### config.mk
export PLATFORM = sky130hd
export DESIGN_NAME = wall_scroller
export DESIGN_NICKNAME = d
export VERILOG_FILES = /design/src/rtl/wall_pkg.sv /design/src/rtl/wall_lfsr.sv /design/src/rtl/wall_scroller.sv
export SDC_FILE = /design/constraint.sdc
export NUM_CORES = 1
export LEC_CHECK = 0
export ABC_CLOCK_PERIOD_IN_PS = 3530
export CORE_MARGIN = 5
export CORE_UTILIZATION = 56
export DETAILED_ROUTE_END_ITERATION = 8
export MAX_ROUTING_LAYER = met4
export PLACE_DENSITY_LB_ADDON = 0.15
export SYNTH_ARGS = -nofsm -noshare
export SYNTH_HDL_FRONTEND = slang
export SYNTH_SLANG_ARGS = --single-unit
### constraint.sdc
create_clock -name clk -period 3.53 [get_ports clk]
set_input_delay 0.5295 -clock clk [delete_from_list [all_inputs] [get_ports clk]]
set_output_delay 0.5295 -clock clk [all_outputs]
set_load 0.05 [all_outputs]
### src/rtl/wall_pkg.sv
// Shared state encodings, LFSR taps and default geometry for the wall scroller.
package wall_pkg;

    typedef enum logic [1:0] {
        ST_IDLE   = 2'd0,
        ST_RUN    = 2'd1,
        ST_PAUSED = 2'd2,
        ST_OVER   = 2'd3
    } wall_state_t;

    // Fibonacci taps for x^8+x^6+x^5+x^4+1 with a left shift: bits 7,5,4,3
    localparam logic [7:0] LFSR_TAPS = 8'hB8;

    localparam int         DEF_NUM_WALLS    = 2;
    localparam int         DEF_X_W          = 8;
    localparam int         DEF_Y_W          = 7;
    localparam int         DEF_SCREEN_W     = 160;
    localparam int         DEF_SCREEN_H     = 120;
    localparam int         DEF_WALL_WIDTH   = 8;
    localparam int         DEF_HOLE_H       = 50;
    localparam int         DEF_SPACING      = 80;
    localparam int         DEF_SPEED_W      = 3;
    localparam int         DEF_BIRD_X       = 40;
    localparam int         DEF_HOLE_DEFAULT = 35;
    localparam logic [7:0] DEF_LFSR_SEED    = 8'hA5;

endpackage

### src/rtl/wall_lfsr.sv
// Free-running 8-bit Fibonacci LFSR feeding the hole position generator.
module wall_lfsr
    import wall_pkg::*;
#(
    parameter logic [7:0] SEED = DEF_LFSR_SEED
) (
    input  logic       clk,
    input  logic       reset,
    output logic [7:0] q
);

    always_ff @(posedge clk or posedge reset) begin
        if (reset) q <= SEED;
        else       q <= {q[6:0], ^(q & LFSR_TAPS)};
    end

endmodule

### src/rtl/wall_scroller.sv
// Scrolls NUM_WALLS walls left one step per frame tick, respawning them on the
// right with pseudo-random holes and counting walls that pass the bird column.
module wall_scroller
    import wall_pkg::*;
#(
    parameter int         NUM_WALLS    = DEF_NUM_WALLS,
    parameter int         X_W          = DEF_X_W,
    parameter int         Y_W          = DEF_Y_W,
    parameter int         SCREEN_W     = DEF_SCREEN_W,
    parameter int         SCREEN_H     = DEF_SCREEN_H,
    parameter int         WALL_WIDTH   = DEF_WALL_WIDTH,
    parameter int         HOLE_H       = DEF_HOLE_H,
    parameter int         SPACING      = DEF_SPACING,
    parameter int         SPEED_W      = DEF_SPEED_W,
    parameter int         BIRD_X       = DEF_BIRD_X,
    parameter int         HOLE_DEFAULT = DEF_HOLE_DEFAULT,
    parameter logic [7:0] LFSR_SEED    = DEF_LFSR_SEED
) (
    input  logic                     clk,
    input  logic                     reset,
    input  logic                     start,
    input  logic                     pause,
    input  logic                     halt,
    input  logic                     tick,
    input  logic [SPEED_W-1:0]       speed,
    output logic [NUM_WALLS*X_W-1:0] wall_x,
    output logic [NUM_WALLS*Y_W-1:0] hole_y,
    output logic [NUM_WALLS-1:0]     visible,
    output logic [7:0]               score,
    output logic                     score_pulse,
    output logic [1:0]               state
);

    localparam int             CNT_W      = $clog2(NUM_WALLS + 1);
    localparam logic [X_W:0]   LOOP_W     = (X_W+1)'(NUM_WALLS * SPACING);
    localparam logic [X_W:0]   BIRD_W     = (X_W+1)'(BIRD_X);
    localparam logic [X_W:0]   THICK_W    = (X_W+1)'(WALL_WIDTH);
    localparam logic [X_W-1:0] SCREEN_XW  = X_W'(SCREEN_W);
    localparam logic [6:0]     HOLE_M     = 7'(SCREEN_H - HOLE_H);
    localparam logic [Y_W-1:0] HOLE_DEF_Y = Y_W'(HOLE_DEFAULT);

    if (SCREEN_W + (NUM_WALLS-1)*SPACING >= 2**X_W) begin : g_chk_xrange
        $error("wall_scroller: furthest wall start does not fit in X_W bits");
    end
    if (NUM_WALLS*SPACING < SCREEN_W) begin : g_chk_spacing
        $error("wall_scroller: walls do not cover the screen width");
    end
    if (BIRD_X < WALL_WIDTH + 2**SPEED_W) begin : g_chk_bird
        $error("wall_scroller: BIRD_X too close to the left edge for max speed");
    end
    if (SCREEN_H - HOLE_H > 2**Y_W - 1) begin : g_chk_hole
        $error("wall_scroller: hole range does not fit in Y_W bits");
    end
    if (LFSR_SEED == 8'h00) begin : g_chk_seed
        $error("wall_scroller: LFSR_SEED must be nonzero");
    end

    wall_state_t                        state_q, state_d;
    logic [NUM_WALLS-1:0][X_W-1:0]      x_q, x_d, x_mv, x_init;
    logic [NUM_WALLS-1:0][Y_W-1:0]      hole_q, hole_d, hole_mv;
    logic [NUM_WALLS-1:0]               vis_q, vis_d, scored;
    logic [7:0]                         score_q, score_d;
    logic                               pulse_q, pulse_d;
    logic [CNT_W-1:0]                   n_scored;
    logic [15:0]                        score_sum;
    logic [7:0]                         lfsr;
    logic                               start_ok, move;

    wall_lfsr #(.SEED(LFSR_SEED)) u_lfsr (
        .clk   (clk),
        .reset (reset),
        .q     (lfsr)
    );

    assign start_ok = start && (state_q == ST_IDLE || state_q == ST_OVER);
    assign move     = (state_q == ST_RUN) && tick && !halt && !pause;

    for (genvar i = 0; i < NUM_WALLS; i++) begin : g_wall
        logic [6:0]     r;
        logic [X_W:0]   xw, xs, old_e, new_e;
        logic [X_W-1:0] x_wrap;
        logic           resp;

        assign x_init[i] = X_W'(SCREEN_W + i*SPACING);

        // Wall i draws its hole from the LFSR rotated right by i, so walls
        // respawning together still get different holes.
        always_comb begin
            r = '0;
            for (int b = 0; b < 7; b++) r[b] = lfsr[(b + i) % 8];
        end

        assign xw     = {1'b0, x_q[i]};
        assign xs     = (X_W+1)'(speed);
        assign resp   = xw < xs;
        assign x_wrap = X_W'(xw + LOOP_W - xs);
        assign x_mv[i] = resp ? x_wrap : x_q[i] - xs[X_W-1:0];
        assign hole_mv[i] = resp ? Y_W'((r >= HOLE_M) ? r - HOLE_M : r) : hole_q[i];

        assign old_e     = xw + THICK_W;
        assign new_e     = {1'b0, x_mv[i]} + THICK_W;
        assign scored[i] = !resp && (old_e >= BIRD_W) && (new_e < BIRD_W);
    end

    always_comb begin
        state_d = state_q;
        case (state_q)
            ST_IDLE:   if (start) state_d = ST_RUN;
            ST_RUN:    if (halt) state_d = ST_OVER;
                       else if (pause) state_d = ST_PAUSED;
            ST_PAUSED: if (halt) state_d = ST_OVER;
                       else if (!pause) state_d = ST_RUN;
            ST_OVER:   if (start) state_d = ST_RUN;
            default:   state_d = ST_IDLE;
        endcase
    end

    always_comb begin
        x_d       = x_q;
        hole_d    = hole_q;
        score_d   = score_q;
        pulse_d   = 1'b0;
        n_scored  = '0;
        score_sum = '0;
        for (int i = 0; i < NUM_WALLS; i++) n_scored = n_scored + CNT_W'(scored[i]);
        if (start_ok) begin
            x_d     = x_init;
            hole_d  = {NUM_WALLS{HOLE_DEF_Y}};
            score_d = '0;
        end else if (move) begin
            x_d       = x_mv;
            hole_d    = hole_mv;
            score_sum = 16'(score_q) + 16'(n_scored);
            score_d   = (score_sum > 16'd255) ? 8'hFF : score_sum[7:0];
            pulse_d   = |scored;
        end
        // Visibility is taken from the next-state x so it lines up with wall_x.
        for (int i = 0; i < NUM_WALLS; i++) vis_d[i] = x_d[i] < SCREEN_XW;
    end

    always_ff @(posedge clk or posedge reset) begin
        if (reset) begin
            state_q <= ST_IDLE;
            x_q     <= x_init;
            hole_q  <= {NUM_WALLS{HOLE_DEF_Y}};
            vis_q   <= '0;
            score_q <= '0;
            pulse_q <= 1'b0;
        end else begin
            state_q <= state_d;
            x_q     <= x_d;
            hole_q  <= hole_d;
            vis_q   <= vis_d;
            score_q <= score_d;
            pulse_q <= pulse_d;
        end
    end

    assign wall_x      = x_q;
    assign hole_y      = hole_q;
    assign visible     = vis_q;
    assign score       = score_q;
    assign score_pulse = pulse_q;
    assign state       = state_q;

endmodule

### After elaboration in Yosys (flattened, before gate mapping)

Cells that the tools add are included.

* order comparisons: 11
* muxes and demuxes: 21
* add/subtract/negate cells: 14
* equal/unequal tests: 6
* reductions and logical operators: 23

Operators with widths (count)
* 8-bit 2-to-1 mux: 5
* 8-bit by 4-bit adder with 9-bit output, second input constant: 4
* 16-bit 2-to-1 mux: 2
* 8-bit by 3-bit subtractor with 8-bit output: 4
* 14-bit 2-to-1 mux: 2
* 7-bit 2-to-1 mux: 4
* 9-bit by 6-bit >= comparator with 1-bit output, second input constant: 2
* 9-bit by 6-bit < comparator with 1-bit output, second input constant: 2
* 8-bit adder, second input constant: 2
* 8-bit by 3-bit < comparator with 1-bit output: 2
* 8-bit < comparator, second input constant: 2
* 7-bit >= comparator, second input constant: 2
* 7-bit subtractor, second input constant: 2
* 2-bit 2-to-1 mux: 5
* 8-bit by 2-bit adder with 9-bit output: 1
* 9-bit by 8-bit > comparator with 1-bit output, second input constant: 1
* 1-bit logical AND: 8
* 8-bit XOR reduction: 1
* 3-bit inequality test, second input constant: 2
* 2-bit one-hot mux with 3 select lines: 1
* 2-bit nonzero test: 3
* 2-bit == test, second input constant: 2
* 1-bit logical NOT: 4
* 2-bit AND reduction: 2
* 8 further kinds: 10

* output and inout bits: 43
* input port bits: 9
* bits in registers: 51
* word-level logic and storage cells: 84

### Logic depth before layout (Yosys ltp)

* depth after elaboration: 12
* gate-level depth with buffers: 16

### Modules after synthesis

Synthesis repeated with hierarchy kept, for this count alone.

* cell total of the unflattened synthesis: 406
* area, all modules: 3741.1 um^2

By module, submodules not included
* wall_scroller: cells each 394, seq. area each 1091.0 um^2, area an instance 3505.9 um^2, times used 1
* wall_lfsr: cells each 12, seq. area each 205.2 um^2, area an instance 235.2 um^2, times used 1

### Worst setup path before layout

Ideal clock, no wire load.

* path kind: reg-to-reg
* from: register x_q (netlist bit wall_x[0])
* to: register score_q[6], in the netlist score[6]
* required time: 3.444 ns
* cell stages (with the launch flop): 15
* setup time: 0.086 ns
* arrival time: 3.297 ns
* setup slack: 0.147 ns
* cells stage by stage: dfrtp_1 inv_1 ha_1 fa_1 nand4bb_4 nand3_1 mux2i_1 o211ai_1 fa_1 inv_1 ha_1 nand2_1 nor2_1 a41oi_1 nor3_1

* cells in the longest elaborated chain, start to end: 12
* elaborated cells between the ends (all ways): 18
* those cells by class: add/sub: 7; order compare: 4; mux: 4; reduce/logical: 3

RTL lines
* start: declaration: line wall_scroller.sv:59 `logic [NUM_WALLS-1:0][X_W-1:0] x_q, x_d, x_mv, x_init;`
* start signal: assignment: line wall_scroller.sv:144 `x_q <= x_init;`
* 8-bit adder: line wall_scroller.sv:96 `assign x_wrap = X_W'(xw + LOOP_W - xs);`
* 8-bit by 3-bit subtractor with 8-bit output: line wall_scroller.sv:96
* 8-bit 2-to-1 mux: line wall_scroller.sv:97 `assign x_mv[i] = resp ? x_wrap : x_q[i] - xs[X_W-1:0];`
* 8-bit by 4-bit adder with 9-bit output: line wall_scroller.sv:101 `assign new_e = {1'b0, x_mv[i]} + THICK_W;`
* 9-bit by 6-bit < comparator with 1-bit output: line wall_scroller.sv:102 `assign scored[i] = !resp && (old_e >= BIRD_W) && (new_e < BIRD_W);`
* 1-bit logical AND *: line wall_scroller.sv:102
* 1-bit by 1-bit adder with 2-bit output *: line wall_scroller.sv:125 `for (int i = 0; i < NUM_WALLS; i++) n_scored = n_scored + CNT_W'(scored[i]);`
* 8-bit by 2-bit adder with 9-bit output *: line wall_scroller.sv:133 `score_sum = 16'(score_q) + 16'(n_scored);`
* 9-bit by 8-bit > comparator with 1-bit output: line wall_scroller.sv:134 `score_d = (score_sum > 16'd255) ? 8'hFF : score_sum[7:0];`
* 8-bit 2-to-1 mux *: line wall_scroller.sv:134
* 8-bit 2-to-1 mux *: line wall_scroller.sv:130 `end else if (move) begin`
* 8-bit 2-to-1 mux *: line wall_scroller.sv:126 `if (start_ok) begin`
* end signal: assignment: line wall_scroller.sv:154 `score_q <= score_d;`
* end: declaration: line wall_scroller.sv:62 `logic [7:0] score_q, score_d;`

Mark *: on every way between the ends. The rest lies on a longest branch, timed or not. The select of a mux whose other input is x is not followed.
A chain may end at the register's enable or synchronous reset.

### Worst setup path in the final report

* from: input port speed[2]
* to: register vis_q[1], in the netlist visible[1]

* cells in the longest elaborated chain, start to end: 5
* elaborated cells between the ends (all ways): 7
* those cells by class: add/sub: 2; order compare: 2; mux: 3

RTL lines
* start: declaration: line wall_scroller.sv:25 `input logic [SPEED_W-1:0] speed,`
* 8-bit by 3-bit subtractor with 8-bit output, or another cell as far along: line wall_scroller.sv:97
* 8-bit 2-to-1 mux *: line wall_scroller.sv:97
* 16-bit 2-to-1 mux *: line wall_scroller.sv:130
* 16-bit 2-to-1 mux *: line wall_scroller.sv:126
* 8-bit < comparator *: line wall_scroller.sv:138 `for (int i = 0; i < NUM_WALLS; i++) vis_d[i] = x_d[i] < SCREEN_XW;`
* via vis_d[1]: line wall_scroller.sv:61 `logic [NUM_WALLS-1:0] vis_q, vis_d, scored;`
* end signal: assignment: line wall_scroller.sv:153 `vis_q <= vis_d;`
* end: declaration: line wall_scroller.sv:61

The timed path passes the listed nets; every way through them passes the cells marked *.

==> results.txt <==
The number of ports placed on the die boundary is 52. The tools report the number of pins exceeding their max-slew limit in the final report as 0. Entering global routing, the biggest net connects 50 pins. The tool flagged a number of max-cap violations equal to 0.

The number of cells in the finished layout apart from fillers is 575. The number of placed instances, taps included, is 565. The mean cell area of the mapped netlist was 9.494 um2.

For the final hold violation count, the log shows 0. For hold timing, the worst endpoint is u_lfsr.q[1]. The data arrival time of the worst path is 3.54 ns.

The final layout contains 550 nets. The worst setup path is launched from an input port. The total area of multi-input combinational cells is 0.002381 mm2, and the minimum period implied by the final worst setup slack is 3.365 ns. The floorplan step defined a core boundary enclosing 0.006756 mm2. The area growth from synthesis to final layout came out at 24.74%. The min-delay analysis places its worst path in the category reg -> reg. sky130_fd_sc_hd__ha_1 is the most common cell in the netlist.

Setup repair after global routing left no endpoint under its margin. CTS saw 51 sinks. The maximum count of clock buffers along a single path came out at 2.

After detailed routing, the number of vias per cell comes to 5.960. Measured in cells, the most critical reg-to-reg path has a length of 13. Worst relative slew slack: 0.3002.

Yosys mapped a number of flops with a built-in enable equal to 0. The maximum clock skew at final layout is 0.007061 ns. The type of element capturing the critical path is a flip-flop. Required time reported for the critical path endpoint: 3.71 ns.

In this run the critical register-to-register path is launched from wall_x[4]. After clock tree synthesis, the clock-pin slew on the worst setup and hold paths is 0.10 ns. The fraction of final layout cells sized beyond drive strength 1 is 0.1717.

In the post-route analysis, the smallest setup slack over all paths is 0.1654 ns. The pin slew with the least headroom to its limit is 1.048 ns, and the first-pass iteration count of the detailed router is 4. The logs give 3536 for the via count of the first global-routing pass and 2.103 nW for the leakage power total. The sequential cell area is 0.001296 mm2.

The sum of negative setup slack is 0 ns, and the clock network latency to the later pin of the worst-skew pair is 0.31 ns. Global route total overflow: 0. Fill cells in the final layout number 526. The number of buffers and inverters on the critical path is 4, and the top cell type's share of synthesized area is 0.2261. The number of antenna violations at the first check in global routing came out at 0.

The commonest cells after synthesis are 40 x sky130_fd_sc_hd__ha_1, 39 x sky130_fd_sc_hd__inv_1, 35 x sky130_fd_sc_hd__dfrtp_1, 26 x sky130_fd_sc_hd__nor2_1, 24 x sky130_fd_sc_hd__nand2_1. The share of synthesized flip-flops with an asynchronous set or reset is 1.000, and the power per standard cell area is 639.7 mW/mm2. After synthesis, the cell types taking the most area are sky130_fd_sc_hd__dfrtp_1 23%, sky130_fd_sc_hd__ha_1 13%, sky130_fd_sc_hd__dfstp_2 11%. Synthesis produced a netlist with a net count of 464. TritonCTS built the clock tree. For the total DRC errors in the routed layout, the log shows 0. The overall routing resource usage was 0.2576. Largest incremental delay on the critical path: 0.52 ns.

The number of synthesis warnings was 0; the final antenna-violating net count was 0. The leading register cell type out of synthesis is sky130_fd_sc_hd__dfrtp_1. The final route contains 3427 vias. The logs give 0.003874 mm2 for the area of the mapped netlist and 0 for the final count of negative-setup-slack endpoints. The floorplan die width works out to 93.17 um. The cell repeated most along the worst path is sky130_fd_sc_hd__buf_4. Traced cell by cell, the critical path runs through clkdlybuf4s50_1, inv_1, buf_4, ha_1, buf_4, fa_1, nor2b_1, o311a_1, a2111oi_0, a211o_1, o221ai_1. The critical path in this run is classified as in -> reg. The share of the clock period used by the worst path is 0.9531, and the highest clock rate is 0.2972 GHz. The cell depth of the worst min-delay path was 0. Top fanout value on the critical path: 3.

In this run, distinct cell masters in the synthesized netlist total 72. The logs give 2 for the deepest level of the CTS H-tree and 0.008681 mm2 for the full die area. For the sequential-to-total area share from yosys stat, the log shows 0.3346. 0 antenna diodes ended up in the layout.

The flow ran to the end, and the final reports show no timing, DRC or antenna violations. The initial core utilization was 0.5733; the count of port buffers added during placement was 51. The slowest stage cell on the critical path is sky130_fd_sc_hd__a2111oi_0.

In this run the critical register-to-register path is captured at score[2]. For this design, the CTS-stage hold fixing added 0 buffers. In this run the vertical extent of the chip is 93.17 um. The total power of the final layout came out at 3.091 mW. The minimum setup slack among reg-to-reg paths was 0.30 ns. The first routing iteration left 161 violations. The total CTS buffers was 5. The worst hold path begins at u_lfsr.q[0]. The first global-routing pass estimated 17.43 mm of wire.

The HPWL after detailed placement is 7.890 mm. The total wire length was 10.17 mm; the cell row count was 30. Most area-hungry cell type in the Yosys netlist: sky130_fd_sc_hd__dfrtp_1. The cell count after synthesis came out at 408.

The worst-case IR drop observed on VDD is 0.0004952 V. Broken down by cell family, the worst path's largest delay share belongs to compound AO/OA/AOI/OAI gates. Clock root buffer: sky130_fd_sc_hd__clkbuf_8. The core utilization of the finished layout was 0.7152. Routability-driven placement finished with a final weighted congestion of 0.9520. Worst setup slack before clock tree synthesis: -0.2887 ns. The post-synthesis register bit count works out to 51. Dividing the detail-routed wire length by the instance count gives 17.68 um.
[layout by cell type, fill, tap and decap left out, types with 2 or more instances in the layout]
cell,count
sky130_fd_sc_hd__or4_1,2
sky130_fd_sc_hd__o221ai_1,3
sky130_fd_sc_hd__ha_1,40
sky130_fd_sc_hd__dfstp_2,16
sky130_fd_sc_hd__a21boi_0,2
sky130_fd_sc_hd__and2_1,4
sky130_fd_sc_hd__clkdlybuf4s50_1,51
sky130_fd_sc_hd__nor3_1,15
sky130_fd_sc_hd__buf_4,40
sky130_fd_sc_hd__nand4_1,5
sky130_fd_sc_hd__nor2b_1,11
sky130_fd_sc_hd__a211o_1,3
sky130_fd_sc_hd__a31oi_1,9
sky130_fd_sc_hd__mux2i_1,4
sky130_fd_sc_hd__clkinv_4,2
sky130_fd_sc_hd__nor3b_1,2
sky130_fd_sc_hd__a21oi_1,22
sky130_fd_sc_hd__and4b_1,2
sky130_fd_sc_hd__a22o_1,4
sky130_fd_sc_hd__o31ai_1,7
sky130_fd_sc_hd__fa_2,3
sky130_fd_sc_hd__nand3_1,10
sky130_fd_sc_hd__fa_1,4
sky130_fd_sc_hd__nand2b_1,10
sky130_fd_sc_hd__and4_1,7
sky130_fd_sc_hd__nand4bb_1,2
sky130_fd_sc_hd__xnor2_1,12
sky130_fd_sc_hd__o21ai_0,21
sky130_fd_sc_hd__nand2_1,24
sky130_fd_sc_hd__clkbuf_8,5
sky130_fd_sc_hd__nor2_1,25
sky130_fd_sc_hd__dfrtp_1,35
sky130_fd_sc_hd__xor2_1,3
sky130_fd_sc_hd__a211oi_1,9
sky130_fd_sc_hd__o21a_1,2
sky130_fd_sc_hd__and4bb_2,2
sky130_fd_sc_hd__a2111oi_0,2
sky130_fd_sc_hd__inv_1,38
[timing repair]
item	in CTS	in global routing
setup endpoints to repair	0	8
setup buffers	0	2
resized for setup	0	5
[flip-flops by register name, summed over array words and instances (netlist names)]
register	flops
wall_x	16
score_pulse	1
u_lfsr.q	8
visible	2
score	8
state	2
hole_y	14
[stage by stage]
stage | hold slack, ns | area, um2
floorplan | 0.3863 | 3874
global placement | 0.4043 | 4705
detailed placement | 0.4056 | 4705
CTS | 0.4199 | 4802
global route | 0.4298 | 4832
finish | 0.4186 | 4832
[area by class of cell]
type | count | area share
clock inverter | 3 | 0.005955
sequential | 51 | 0.2683
tap | 80 | 0.02071
timing repair buffer | 91 | 0.1678
multi-input combinational | 306 | 0.4927
inverter | 39 | 0.03030
clock buffer | 5 | 0.01424
[cells by family after synthesis]
group,count (synthesis),synth area share
compound gates,105,0.1909
xor+xnor,15,0.03392
fa+ha+maj,47,0.1654
buf+inv,51,0.05458
flops,51,0.3346
mux,5,0.01324
simple gates,134,0.2074
[where the power goes]
part / total, mW / internal (mW) / switching [mW]
combinational: 1.92 / 0.772 / 1.15
sequential: 0.808 / 0.682 / 0.126
clock: 0.365 / 0.147 / 0.218
total: 3.09 / 1.60 / 1.49
[worst max path at each step]
| stage | startpoint | slack (ns) | end | depth (start not counted) |
|---|---|---|---|---|
| 3_5_place_dp | speed[1] | -0.29 | score[6] | 15 |
| 4_1_cts | speed[1] | 0.01 | score[6] | 15 |
| 3_3_place_gp | speed[1] | -0.15 | score[6] | 15 |
| 5_1_grt | speed[1] | 0.009 | score[6] | 15 |
| 6_report | speed[2] | 0.17 | visible[1] | 11 |
| 2_1_floorplan | wall_x[0] | 0.15 | score[6] | 14 |
[layer usage]
layer | track usage | share of wire | vias up
met4 | 0.07937 | 0.019 | 0
met5 | - | 0 | -
met1 | 0.3269 | 0.43 | 1677
met2 | 0.4301 | 0.51 | 79
li1 | - | - | 1654
met3 | 0.03459 | 0.037 | 17
(Power assumes the default switching activity.)
==> RTL change 1, RTL diff (config.mk and constraints unchanged) <==
`DEF_SPEED_W`: 3 -> 5.
--- a/src/rtl/wall_pkg.sv
+++ b/src/rtl/wall_pkg.sv
@@ -21,3 +21,3 @@
     localparam int         DEF_SPACING      = 80;
-    localparam int         DEF_SPEED_W      = 3;
+    localparam int         DEF_SPEED_W      = 5;
     localparam int         DEF_BIRD_X       = 40;
Interface: changed (resized speed); port bits go from 52 to 54. No check against the original RTL was run, so the function may have changed too.
==> RTL change 1 against the unedited design <==
Utilization grew 5.3 points. Worst setup slack lost 0.14 ns. Sequential power grew 2%. Wire length grew 1.6%. Sequential cell count is the same. Clock power grew 16%. Synthesized area shrank 1.4%. Critical path depth grew 6. Via count grew 0.47%. Sequential share of layout area shrank 1.6 points. Combinational power grew 14%. Power grew 11%. Final area grew 6.8%. Largest cell class unchanged.
==> RTL change 1: results (changes against the unedited design) <==
Layout
  • Layout Nets: 568 (+3.3%)
  • Layout cell share with drive strength beyond 1: 0.275 (+0.104)

Synthesis
  • Seq/Total Area, Yosys: 0.339 (+0.00482)
  • Synth top area cells: dfrtp_1 23%, ha_1 11%, dfstp_2 11%
  • List of most frequent post-synthesis cells: 40 x nor2_1, 35 x dfrtp_1, 35 x ha_1

Route
  • DRT iter0 DRCs: 187 (+16%)
  • First-pass DRT Iterations: 5 (+1)
  • Wire per inst: 17.4 µm (-1.3%)

Power
  • Clk pwr share: 0.124 (+0.006)
  • Net switching power: 1.54 mW (+3.4%)
  • Maximum VDD drop: 0.415 mV (-16%)

Critical path
  • Crit-path max FO: 6 (+3)
  • Flop2flop setup slack: 0.08 ns (-0.22 ns)
  • CP Capture Point: score[5]
  • Crit path max-delay family: adder cells
  • Max incr delay on CP: 0.54 ns (+0.02 ns)
  • RR Startpoint: wall_x[9]
  • Reg2reg path depth: 17 (+4)
  • Worst Setup SP: speed[0]
  • Crit path max-delay cell type: clkdlybuf4s50_1

Placed design
  • Port bufs: 53 (+3.9%)
  • Final HPWL DP: 7600 µm (-3.7%)
  • Routability cong.: 0.931 (-2.2%)

STA
  • Clk_skew: 0.0123 ns (+0.00522 ns)

Global routing
  • Vias in the first global route: 3585 (+1.4%)
  • GRT Util Overall: 0.259 (+0.00160)

Status
  • Outcome: completed
## RTL change 1: stage by stage
stage	cell area (µm²)	hold slack, ns	worst slack [ns]	cells	util
2_1_floorplan	3840	0.373	0.00477	397	-
3_3_place_gp	4840	0.403	-0.609	573	0.721
3_5_place_dp	4840	0.404	-0.716	573	0.721
4_1_cts	5090	0.417	0.000937	588	0.758
5_1_grt	5160	0.422	-0.106	592	0.768
6_report	5160	0.415	0.0234	592	0.768
## RTL change 1: kinds of logic after synthesis
kind of cell | after synthesis | synth area share
flip-flops | 51 | 0.339
AO/OA/AOI/OAI | 89 | 0.171
adder cells (fa/ha/maj) | 46 | 0.172
XOR/XNOR | 25 | 0.0573
multiplexers | 7 | 0.0187
AND/OR/NAND/NOR | 134 | 0.192
buffers and inverters | 45 | 0.0495
## RTL change 1: layout make-up
| type | instances | area (µm²) |
|---|---|---|
| Clock buffer | 6 | 72.6 |
| Clock inverter | 2 | 37.5 |
| Fill cell | 467 | 1560 |
| Inverter | 32 | 120 |
| Multi-Input combinational cell | 301 | 2490 |
| Sequential cell | 51 | 1300 |
| Tap cell | 80 | 100 |
| Timing Repair Buffer | 120 | 1030 |
## RTL change 1: routing by layer
metal / wire length [µm] / part of all wire / track usage / vias up
met5: 0 / 0 / - / -
met4: 236 / 0.023 / 0.0879 / 0
li1: - / - / - / 1634
met3: 384 / 0.037 / 0.0341 / 19
met2: 5310 / 0.51 / 0.452 / 103
met1: 4400 / 0.43 / 0.309 / 1687
## RTL change 1: timing repair
item / 4_1_cts / 5_1_grt
setup endpoints to repair: 8 / 8
gates resized for setup: 26 / 14
endpoints found under the hold margin: 0 / 0
buffers inserted: 7 / 4
pin swaps: 17 / 18
==> RTL change 2, RTL diff (same settings) <==
Without the edit above. Put one more register stage on the output `score_pulse`. The value now appears one clock later. The other outputs are not delayed to match.
--- a/src/rtl/wall_scroller.sv
+++ b/src/rtl/wall_scroller.sv
@@ -162,3 +162,5 @@
     assign score       = score_q;
-    assign score_pulse = pulse_q;
+    always_ff @(posedge clk) begin
+        score_pulse <= pulse_q;
+    end
     assign state       = state_q;
Function: no difference found for any inputs over 4 cycles, from zero or initial values and one cycle with reset high; that may be too few to reach the edited logic, so the function may still have changed.
==> RTL change 2 against the unedited design <==
Worst setup slack lost 0.0051 ns. Combinational power shrank 2%. Power is 0.63% higher. Via count increased by 2.2%. Sequential cell count up 1. First-iteration DRC count up 21%. Count of clock-buffer cells in the layout stayed put. Final area grew 1.2%. Wire length down 1.3%. Critical endpoint is now score[6]. Synthesized area up 0.52%.
==> RTL change 2: results (changes against the unedited design) <==
Status
  • Outcome: completed

STA
  • Worst slew margin: 0.283 (-0.0171)
  • Clk_skew: 0.00934 ns (+0.00228 ns)

Route
  • Via density: 5.94 (-0.38%)
  • First-pass DRT Iterations: 6 (+2)
  • Vias: 3503 (+2.2%)
  • Wire per inst: 17.0 µm (-3.8%)
  • DRT iter0 DRCs: 195 (+21%)

Critical path
  • Crit-path max FO: 5 (+2)
  • Max incr delay on CP: 0.49 ns (-0.03 ns)
  • Crit path max-delay cell type: clkdlybuf4s50_1

Synthesis
  • Syn Area/Cell: 9.52 µm² (+0.27%)
  • Primary FF master, synth: dfrtp_1
  • Seq/Total Area, Yosys: 0.338 (+0.00342)
  • Syn nets: 465 (+0.22%)
  • Yosys cell types: 73 (+1.4%)
  • Async SR Flop Fraction: 0.981 (-0.0192)
  • Synth top area cells: dfrtp_1 22%, ha_1 13%, dfstp_2 11%

Placed design
  • Routability cong.: 0.943 (-0.91%)
  • Placed Cells: 581 (+2.8%)
  • Final HPWL DP: 7480 µm (-5.1%)

Layout
  • Layout cell share with drive strength beyond 1: 0.172 (+0.000348)
  • Layout Nets: 549 (-0.18%)
  • Fillers: 498 (-5.3%)
  • Diode count: 0 (unchanged)

Power
  • Leakage: 2.11 nW (+0.38%)
  • Maximum VDD drop: 0.430 mV (-13%)

Global routing
  • First-pass GRT wire length: 16800 µm (-3.8%)
  • GRT Util Overall: 0.244 (-0.0131)
  • Pin count of the biggest net entering global routing: 52 (+4.0%)

CTS
  • Max clock buf depth: 2 (unchanged)
  • H-Tree Depth: 2 (unchanged)
RTL change 2: cell count changes after synthesis:
cell     before  now
dfxtp_1       0    1
RTL change 2: worst max-delay path: cells and delay by family:
kind | cells | cell delay (ns)
and+or+nand+nor | 6 | 0.87
AOI/OAI and AO/OA | 1 | 0.15
xor gates and xnor gates | 1 | 0.14
buffers and inverters | 4 | 0.74
adders and majority gates | 4 | 1.19
RTL change 2: kinds of logic after synthesis:
| family | count (synthesis) | synth area share |
|---|---|---|
| XOR/XNOR | 15 | 0.0337 |
| flip-flops | 52 | 0.338 |
| multiplexers | 5 | 0.0132 |
| buffers and inverters | 51 | 0.0543 |
| AND/OR/NAND/NOR | 134 | 0.206 |
| AO/OA/AOI/OAI | 105 | 0.190 |
| adder cells (fa/ha/maj) | 47 | 0.165 |
RTL change 2: final timing paths:
check	from	end	slack (ns)	depth (start not counted)
max	speed[1]	score[6]	0.16	16
min	pulse_q	score_pulse	0.40	0
max reg2reg	wall_x[4]	score[6]	0.29	13
min reg2reg	pulse_q	score_pulse	0.40	0
max in group asynchronous	reset	hole_y[10]	2.08	2
min in group asynchronous	reset	u_lfsr.q[3]	0.78	2
RTL change 2: layer usage:
metal	up-vias	share of wire	GRT usage
met3	15	0.046	0.0386
met1	1729	0.45	0.321
met5	-	0	-
met2	112	0.49	0.391
met4	0	0.015	0.0745
li1	1647	-	-
RTL change 2: through the flow:
step                worst slack [ns]  instance area (µm²)  power [mW]  utilization  hold WS [ns]
floorplan                      0.147                 3890        2.08            -         0.324
global placement              -0.138                 4750        2.64        0.699         0.378
detailed placement            -0.361                 4750        2.68        0.699         0.369
CTS                           0.0228                 4850        3.07        0.714         0.393
global route                -0.00190                 4890        3.32        0.720         0.397
finish                         0.160                 4890        3.11        0.720         0.399
RTL change 2: final cells by class:
cell class              instances  share of cell area
multi-input cells             306               0.491
inverters                      39              0.0299
flip-flops and latches         52               0.269
repair buffers                 89               0.165
clock buffers                   5              0.0141
well taps                      96              0.0246
clock inverters                 3             0.00588
RTL change 2: report_power, final:
group          switching (mW)  internal, mW
clock                   0.235         0.151
sequential              0.147         0.693
combinational            1.12         0.764
RTL change 2: timing repair:
action                                  in CTS  in global routing
pin swaps                                    0                  5
gates cloned                                 0                  0
buffers inserted                             0                  1
endpoints found under the setup margin       1                  4
gates resized for setup                      1                  7
